File: config.mk
export PLATFORM = sky130hd
export DESIGN_NAME = bit_serializer_flat
export DESIGN_NICKNAME = d
export VERILOG_FILES = /design/src/rtl/bit_serializer_if.sv /design/src/rtl/bit_serializer.sv /design/src/flat_wrapper.sv
export SDC_FILE = /design/constraint.sdc
export NUM_CORES = 1
export LEC_CHECK = 0
export CAP_MARGIN = 20
export CORE_UTILIZATION = 23
export CTS_CLUSTER_SIZE = 14
export DETAILED_ROUTE_END_ITERATION = 7
export PLACE_DENSITY_LB_ADDON = 0.15
export SYNTH_ARGS = -nofsm -noshare
export SYNTH_HDL_FRONTEND = slang
export SYNTH_SLANG_ARGS = --single-unit
File: constraint.sdc
create_clock -name clk -period 1.9 [get_ports clk]
set_input_delay 0.19 -clock clk [delete_from_list [all_inputs] [get_ports clk]]
set_output_delay 0.19 -clock clk [all_outputs]
set_load 0.01 [all_outputs]
File: src/rtl/bit_serializer_if.sv
// Handshake and serial-output bundle for bit_serializer.
// master: the word producer / observer side (drives load and strobe).
// slave : the serializer itself.
interface bit_serializer_if #(
  parameter int NUM_BITS = 4
) ();

  logic                load_valid;
  logic                load_ready;
  logic [NUM_BITS-1:0] parallel_in;
  logic                shift_strobe;
  logic                serial_out;
  logic                busy;
  logic                done_pulse;

  modport master (
    output load_valid,
    output parallel_in,
    output shift_strobe,
    input  load_ready,
    input  serial_out,
    input  busy,
    input  done_pulse
  );

  modport slave (
    input  load_valid,
    input  parallel_in,
    input  shift_strobe,
    output load_ready,
    output serial_out,
    output busy,
    output done_pulse
  );

endinterface

File: src/rtl/bit_serializer.sv
// bit_serializer: parallel-to-serial shifter feeding a serial pattern detector.
// One NUM_BITS word is accepted per load handshake in IDLE and emitted one bit
// per shift_strobe. serial_out rests at IDLE_VAL between words so idle gaps
// cannot look like pattern bits. done_pulse marks the cycle after the last bit.
// Build option: define SER_LSB_FIRST_EN to emit LSB first (default MSB first).
module bit_serializer #(
  parameter int   NUM_BITS = 4,
  parameter logic IDLE_VAL = 1'b0
) (
  input  logic              clk,
  input  logic              n_rst,
  bit_serializer_if.slave   bus
);

  localparam int               CNT_W    = (NUM_BITS > 2) ? $clog2(NUM_BITS) : 1;
  localparam logic [CNT_W-1:0] LAST_IDX = CNT_W'(NUM_BITS - 1);

  typedef enum logic [1:0] {
    IDLE  = 2'd0,
    SHIFT = 2'd1,
    DONE  = 2'd2
  } state_t;

  state_t              state;
  state_t              state_nxt;
  logic [NUM_BITS-1:0] shreg;
  logic [NUM_BITS-1:0] shreg_nxt;
  logic [CNT_W-1:0]    cnt;
  logic [CNT_W-1:0]    cnt_nxt;
  logic                ser;
  logic                ser_nxt;

  // Bit currently at the output end of the shift register.
  function automatic logic head_bit(input logic [NUM_BITS-1:0] w);
`ifdef SER_LSB_FIRST_EN
    return w[0];
`else
    return w[NUM_BITS-1];
`endif
  endfunction

  // Advance the shift register by one position toward the output end.
  function automatic logic [NUM_BITS-1:0] shift_word(input logic [NUM_BITS-1:0] w);
`ifdef SER_LSB_FIRST_EN
    return {1'b0, w[NUM_BITS-1:1]};
`else
    return {w[NUM_BITS-2:0], 1'b0};
`endif
  endfunction

  // State, shift register, bit counter and serial output register.
  always_ff @(posedge clk or negedge n_rst) begin
    if (!n_rst) begin
      state <= IDLE;
      shreg <= '0;
      cnt   <= '0;
      ser   <= IDLE_VAL;
    end else begin
      state <= state_nxt;
      shreg <= shreg_nxt;
      cnt   <= cnt_nxt;
      ser   <= ser_nxt;
    end
  end

  // Next-state logic; a load in IDLE wins over a coincident strobe, so the
  // first bit always stays on the line for at least one full cycle.
  always_comb begin
    state_nxt = state;
    shreg_nxt = shreg;
    cnt_nxt   = cnt;
    ser_nxt   = ser;
    unique case (state)
      IDLE: begin
        if (bus.load_valid) begin
          state_nxt = SHIFT;
          shreg_nxt = bus.parallel_in;
          cnt_nxt   = '0;
          ser_nxt   = head_bit(bus.parallel_in);
        end
      end
      SHIFT: begin
        if (bus.shift_strobe) begin
          if (cnt == LAST_IDX) begin
            state_nxt = DONE;
            ser_nxt   = IDLE_VAL;
          end else begin
            shreg_nxt = shift_word(shreg);
            ser_nxt   = head_bit(shift_word(shreg));
            cnt_nxt   = cnt + CNT_W'(1);
          end
        end
      end
      DONE: begin
        state_nxt = IDLE;
        ser_nxt   = IDLE_VAL;
      end
      default: begin
        state_nxt = IDLE;
        ser_nxt   = IDLE_VAL;
      end
    endcase
  end

  assign bus.serial_out = ser;
  assign bus.load_ready = (state == IDLE);
  assign bus.busy       = (state != IDLE);
  assign bus.done_pulse = (state == DONE);

endmodule

File: src/flat_wrapper.sv
// flat-port wrapper written by rule: the top's interface ports become plain ports
module bit_serializer_flat 
#(
  parameter int   NUM_BITS = 4,
  parameter logic IDLE_VAL = 1'b0
)
  (clk, n_rst, bus_load_valid, bus_parallel_in, bus_shift_strobe, bus_load_ready, bus_serial_out, bus_busy, bus_done_pulse);
  bit_serializer_if #(.NUM_BITS(NUM_BITS)) bus_i ();
  input  logic clk;
  input  logic n_rst;
  input wire logic [$bits(bus_i.load_valid)-1:0] bus_load_valid;
  input wire logic [$bits(bus_i.parallel_in)-1:0] bus_parallel_in;
  input wire logic [$bits(bus_i.shift_strobe)-1:0] bus_shift_strobe;
  output wire logic [$bits(bus_i.load_ready)-1:0] bus_load_ready;
  output wire logic [$bits(bus_i.serial_out)-1:0] bus_serial_out;
  output wire logic [$bits(bus_i.busy)-1:0] bus_busy;
  output wire logic [$bits(bus_i.done_pulse)-1:0] bus_done_pulse;
  assign bus_i.load_valid = bus_load_valid;
  assign bus_i.parallel_in = bus_parallel_in;
  assign bus_i.shift_strobe = bus_shift_strobe;
  assign bus_load_ready = bus_i.load_ready;
  assign bus_serial_out = bus_i.serial_out;
  assign bus_busy = bus_i.busy;
  assign bus_done_pulse = bus_i.done_pulse;
  bit_serializer #(.NUM_BITS(NUM_BITS), .IDLE_VAL(IDLE_VAL)) u_core (.clk(clk), .n_rst(n_rst), .bus(bus_i));
endmodule
# Word level (Yosys, flattened, before mapping)
# Index checks and enable logic that the tools add are counted.
word_totals:
  regBits: 8
  inputBits: 8
  output_inout_bits: 4
  word_cells: 34
classes:
  add_sub_neg: 1
  n_eq_ne: 7
  n_mux: 16
  reduce_logical: 6
op_table:
  columns: ["cell", "n"]
  rows:
  - ["$mux W2", 6]
  - ["$mux W3", 3]
  - ["$pmux W2 S2", 2]
  - ["$ne A2 B2 Y1 const B", 3]
  - ["$pmux W3 S2", 1]
  - ["$eq A2 B2 Y1 const B", 2]
  - ["$reduce_and A4 Y1", 1]
  - ["$reduce_bool A2 Y1", 2]
  - ["$mux W1", 3]
  - ["$reduce_and A3 Y1", 1]
  - ["$add A2 B1 Y2 const B", 1]
  - ["$eq A2 B1 Y1 const B", 1]
  - ["$logic_not A2 Y1", 1]
  - ["$ne A2 B1 Y1 const B", 1]
  - ["$pmux W1 S2", 1]
  - ["$reduce_and A2 Y1", 1]

# Depth between registers and ports, before layout
# Gate-level depths: netlist of the first run.
logic_depth:
  depth_word: 4
  ltp_mapped: 4
  depth_no_buf: 4

# Worst setup path before layout of the first run
# OpenSTA, ideal clock, no wires.
synth_timing:
  path_type: "register -> register"
  start: "reg u_core.cnt[0]"
  end: "reg u_core.cnt[0]"
  setup_ps: 125
  t_arrival_ps: 1276
  path_slack_ps: 499
  stages_incl_launch_ff: 5
  n_path_buf: 0
  cell_sequence: "dfrtp_1 > ha_1 > nor2_1 > a32o_2 > mux2_4"
synth_between:
  elab_chain_len: 4
synth_lines:
  columns: ["item", "line", "rtl"]
  rows:
  - ["from (decl)", "bit_serializer.sv:28", "logic [CNT_W-1:0] cnt;"]
  - ["from (signal assigned)", "bit_serializer.sv:61", "cnt <= cnt_nxt;"]
  - ["$add A2 B1 Y2", "bit_serializer.sv:90", "cnt_nxt = cnt + CNT_W'(1);"]
  - ["$mux W2", "bit_serializer.sv:84", "if (cnt == LAST_IDX) begin"]
  - ["$mux W2", "bit_serializer.sv:83", "if (bus.shift_strobe) begin"]
  - ["$pmux W2 S2", "bit_serializer.sv:73", "unique case (state)"]
# Several ways; a longest one is shown, not always the timed one. The select of a mux whose other input is x is not followed.
# A chain may end at the register's enable or synchronous reset.

# Worst setup path after layout of the first run
layout_timing:
  start: "reg u_core.state[1]"
  end: "out bus_load_ready"
layout_between:
  elab_chain_len: 1
layout_lines:
  columns: ["item", "line", "rtl"]
  rows:
  - ["from (decl)", "bit_serializer.sv:24", "state_t state;"]
  - ["from (signal assigned)", "bit_serializer.sv:59", "state <= state_nxt;"]
  - ["$logic_not A2 Y1", "bit_serializer.sv:106", "assign bus.load_ready = (state == IDLE);"]
  - ["to (decl)", "flat_wrapper.sv:14", "output wire logic [$bits(bus_i.load_ready)-1:0] bus_load_ready;"]
# No other way between the ends.

==> results of run 1 <==
## path summary, 6_finish.rpt
| check | startpoint | endpoint | slack [ns] | depth (start not counted) |
|---|---|---|---|---|
| max reg2reg | u_core.cnt[0] | u_core.cnt[0] | 0.40 | 4 |
| min | n_rst | u_core.bus.serial_out | 0.22 | 1 |
| max | u_core.state[1] | bus_load_ready | 0.27 | 2 |
| min in group clk | u_core.shreg[0] | u_core.shreg[0] | 0.52 | 1 |
| max in group asynchronous | n_rst | u_core.state[1] | 1.41 | 1 |
| min reg2reg | u_core.shreg[0] | u_core.shreg[0] | 0.52 | 1 |
## critical path: stages, from the launching register on
cell and delay (ns):
dfrtp_1 0.45, nor2_2 0.18, clkdlybuf4s50_1 0.55
## flip-flops by register name (all words and copies together), names as in the netlist
signal,flops
u_core.bus.serial_out,1
u_core.state,2
u_core.shreg,3
u_core.cnt,2
## logic make-up after synthesis
group                    after synthesis  share of synthesized area
flip-flops                             8                      0.464
adder cells (fa/ha/maj)                1                     0.0290
multiplexers                           7                      0.223
AO/OA/AOI/OAI                          4                     0.0841
buffers and inverters                  2                     0.0174
AND/OR/NAND/NOR                       12                      0.183
## through the flow
step            util  std cells
6_report       0.341         73
5_1_grt        0.341         73
4_1_cts        0.341         73
3_5_place_dp   0.328         70
3_3_place_gp   0.328         70
2_1_floorplan      -         34
## power breakdown
group / switching, mW / internal, mW / total (mW) / leakage, nW
sequential: 0.0683 / 0.244 / 0.313 / 0.0996
combinational: 0.167 / 0.288 / 0.455 / 0.156
clock: 0.0579 / 0.0723 / 0.130 / 0.0138
## cells in the mapped netlist
cell / count / area (um2)
ha_1: 1 / 12.5
and3_1: 1 / 6.26
nand2_1: 1 / 3.75
mux2_4: 5 / 75.1
dfrtp_1: 8 / 200
nor2b_2: 1 / 8.76
nor2b_1: 3 / 18.8
a32o_2: 1 / 11.3
nand2b_1: 1 / 6.26
mux2_1: 1 / 11.3
nor2_2: 1 / 6.26
nor2b_4: 1 / 13.8
a311oi_1: 2 / 17.5
nor2_1: 2 / 7.51
mux2i_1: 1 / 10.0
a211oi_1: 1 / 7.51
nand3b_1: 1 / 7.51
inv_1: 2 / 7.51
## routing by layer
| layer | share of wire | routed length [um] | vias to the layer above |
|---|---|---|---|
| met5 | 0 | 0 | - |
| met4 | 0.0085 | 7 | 0 |
| met3 | 0.050 | 41 | 2 |
| met2 | 0.49 | 403 | 9 |
| met1 | 0.45 | 372 | 143 |
| li1 | - | - | 150 |
## layout make-up
cell class              count  area, um2  area share
clock buffers               3       22.5      0.0378
inverters                   2       7.51      0.0126
repair buffers             11        110       0.185
multi-input cells          24        224       0.376
well taps                  25       31.3      0.0525
flip-flops and latches      8        200       0.336
## layout by cell type, fill, tap and decap left out
cell	synthesis	routed
clkdlybuf4s50_1	0	11
inv_1	2	2
ha_1	1	1
nand2b_1	1	1
mux2_4	5	5
nor2b_4	1	1
a211oi_1	1	1
nor2b_2	1	1
dfrtp_1	8	8
a311oi_1	2	2
nand2_1	1	1
mux2i_1	1	1
nor2_2	1	1
clkbuf_4	0	3
a32o_2	1	1
nor2b_1	3	3
nand3b_1	1	1
mux2_1	1	1
and3_1	1	1
nor2_1	2	2
==> metrics, run 1 <==
flops & latches, synth=8; setup_tns=0 ns; Core ar.=approximately 0.0017 mm2; WP data required=1.71 ns; Final setup viols=0; Residual DRC=0; Hold Path Class=in -> async; PortBufs=11; Worst-Margin Slew=around 0.37 ns; vias per cell=4.16; post-synth cell types=18; CTS H-tree depth=1; TritonCTS clock tree=done; Place WS=about 0.40 ns; I/O pin cnt=12; run status=finished clean; Fin Clk Skew=~0.0049 ns; total wire length=a little over 800 um; RSZ-0062 raised after global routing=no; Synth Warn #=0; share of cells above drive strength 1=0.250; ant diodes=0; grt met1 use=0.108; CP Class=reg -> out; Cells after Synth=34; Fillers=between 150 and 200; capturing element type of the critical path=output port; Mapped Area=roughly 430 um2; die height=~45 um; # rows=15; Die ar.=0.00205 mm2; hold_ws=approximately 0.22 ns; WL/cell=between 10 and 15 um; MaxCap Viol Count=0; WP data arrival=1.44 ns; CP Max Fanout=6; total gr overflow=0; clock sink count=8; vias=~300; Mapped Nets=43; setup bufs post-CTS=0; Total Power=about 0.9 mW; CTS root buf=clkbuf_4; Final Cycle Share=0.858; Post-DP HPWL=around 620 um; Slew Limit Headroom=0.754; Non-Filler Cell Area, Final=approximately 600 um2; met2 usage=0.183; Layout area overhead=38.0%; total track usage=0.109; Max rail drop VDD=roughly 0.00044 V; Period minus WS final=about 1.6 ns; setup ws final=approximately 0.27 ns; vias in the first global route=approximately 340; Nets=59; clk buf depth=2; first-pass GRT wire length=around 1500 um; post-route ant nets=0; hold buffers post-CTS=0; f_max=between 0.6 and 0.7 GHz; Initial Util=0.247; sequential fraction of the synthesis area=0.464; Iter 0 DRT Violations=2; # resized after CTS=0; clock latency on the worst-skew pair=roughly 0.25 ns; initial antenna violation count=0; DP Area=573 um2; M3 GR Usage=0.0480; GR peak layer=met2; GPL Wtd Cong=approximately 0.74; LEAKAGE=0.270 nW; CTS buffer count=3; Post-Syn Area per Cell=12.7 um2; DRT Pass-1 Iters=4; pin count of the biggest net entering global routing=9; PwrDens=1510 mW/mm2; Pins Over Slew Limit=0; Die X=approximately 45 um; CP startpoint kind=register; clock slew at reported path FFs=around 0.060 ns; Final Hold Vio Count=0
Power figures use the tool's default switching activity.
==> run 2, diff against run 1 <==
--- a/config.mk
+++ b/config.mk
@@ -7,2 +7,3 @@
 export LEC_CHECK = 0
+export ABC_CLOCK_PERIOD_IN_PS = 1900
 export CAP_MARGIN = 20
--- a/constraint.sdc
+++ b/constraint.sdc
@@ -3,2 +3,2 @@
 set_output_delay 0.19 -clock clk [all_outputs]
-set_load 0.01 [all_outputs]
+set_load 0.005 [all_outputs]
==> results of run 2 <==
Same layout as run 1 (identical final DEF). Status: finished clean.
Main changes from that run: setup slack after layout 0.270 ns -> 0.305 ns; total power 0.898 mW -> 0.884 mW; worst IR drop on VDD 0.000442 V -> 0.000436 V
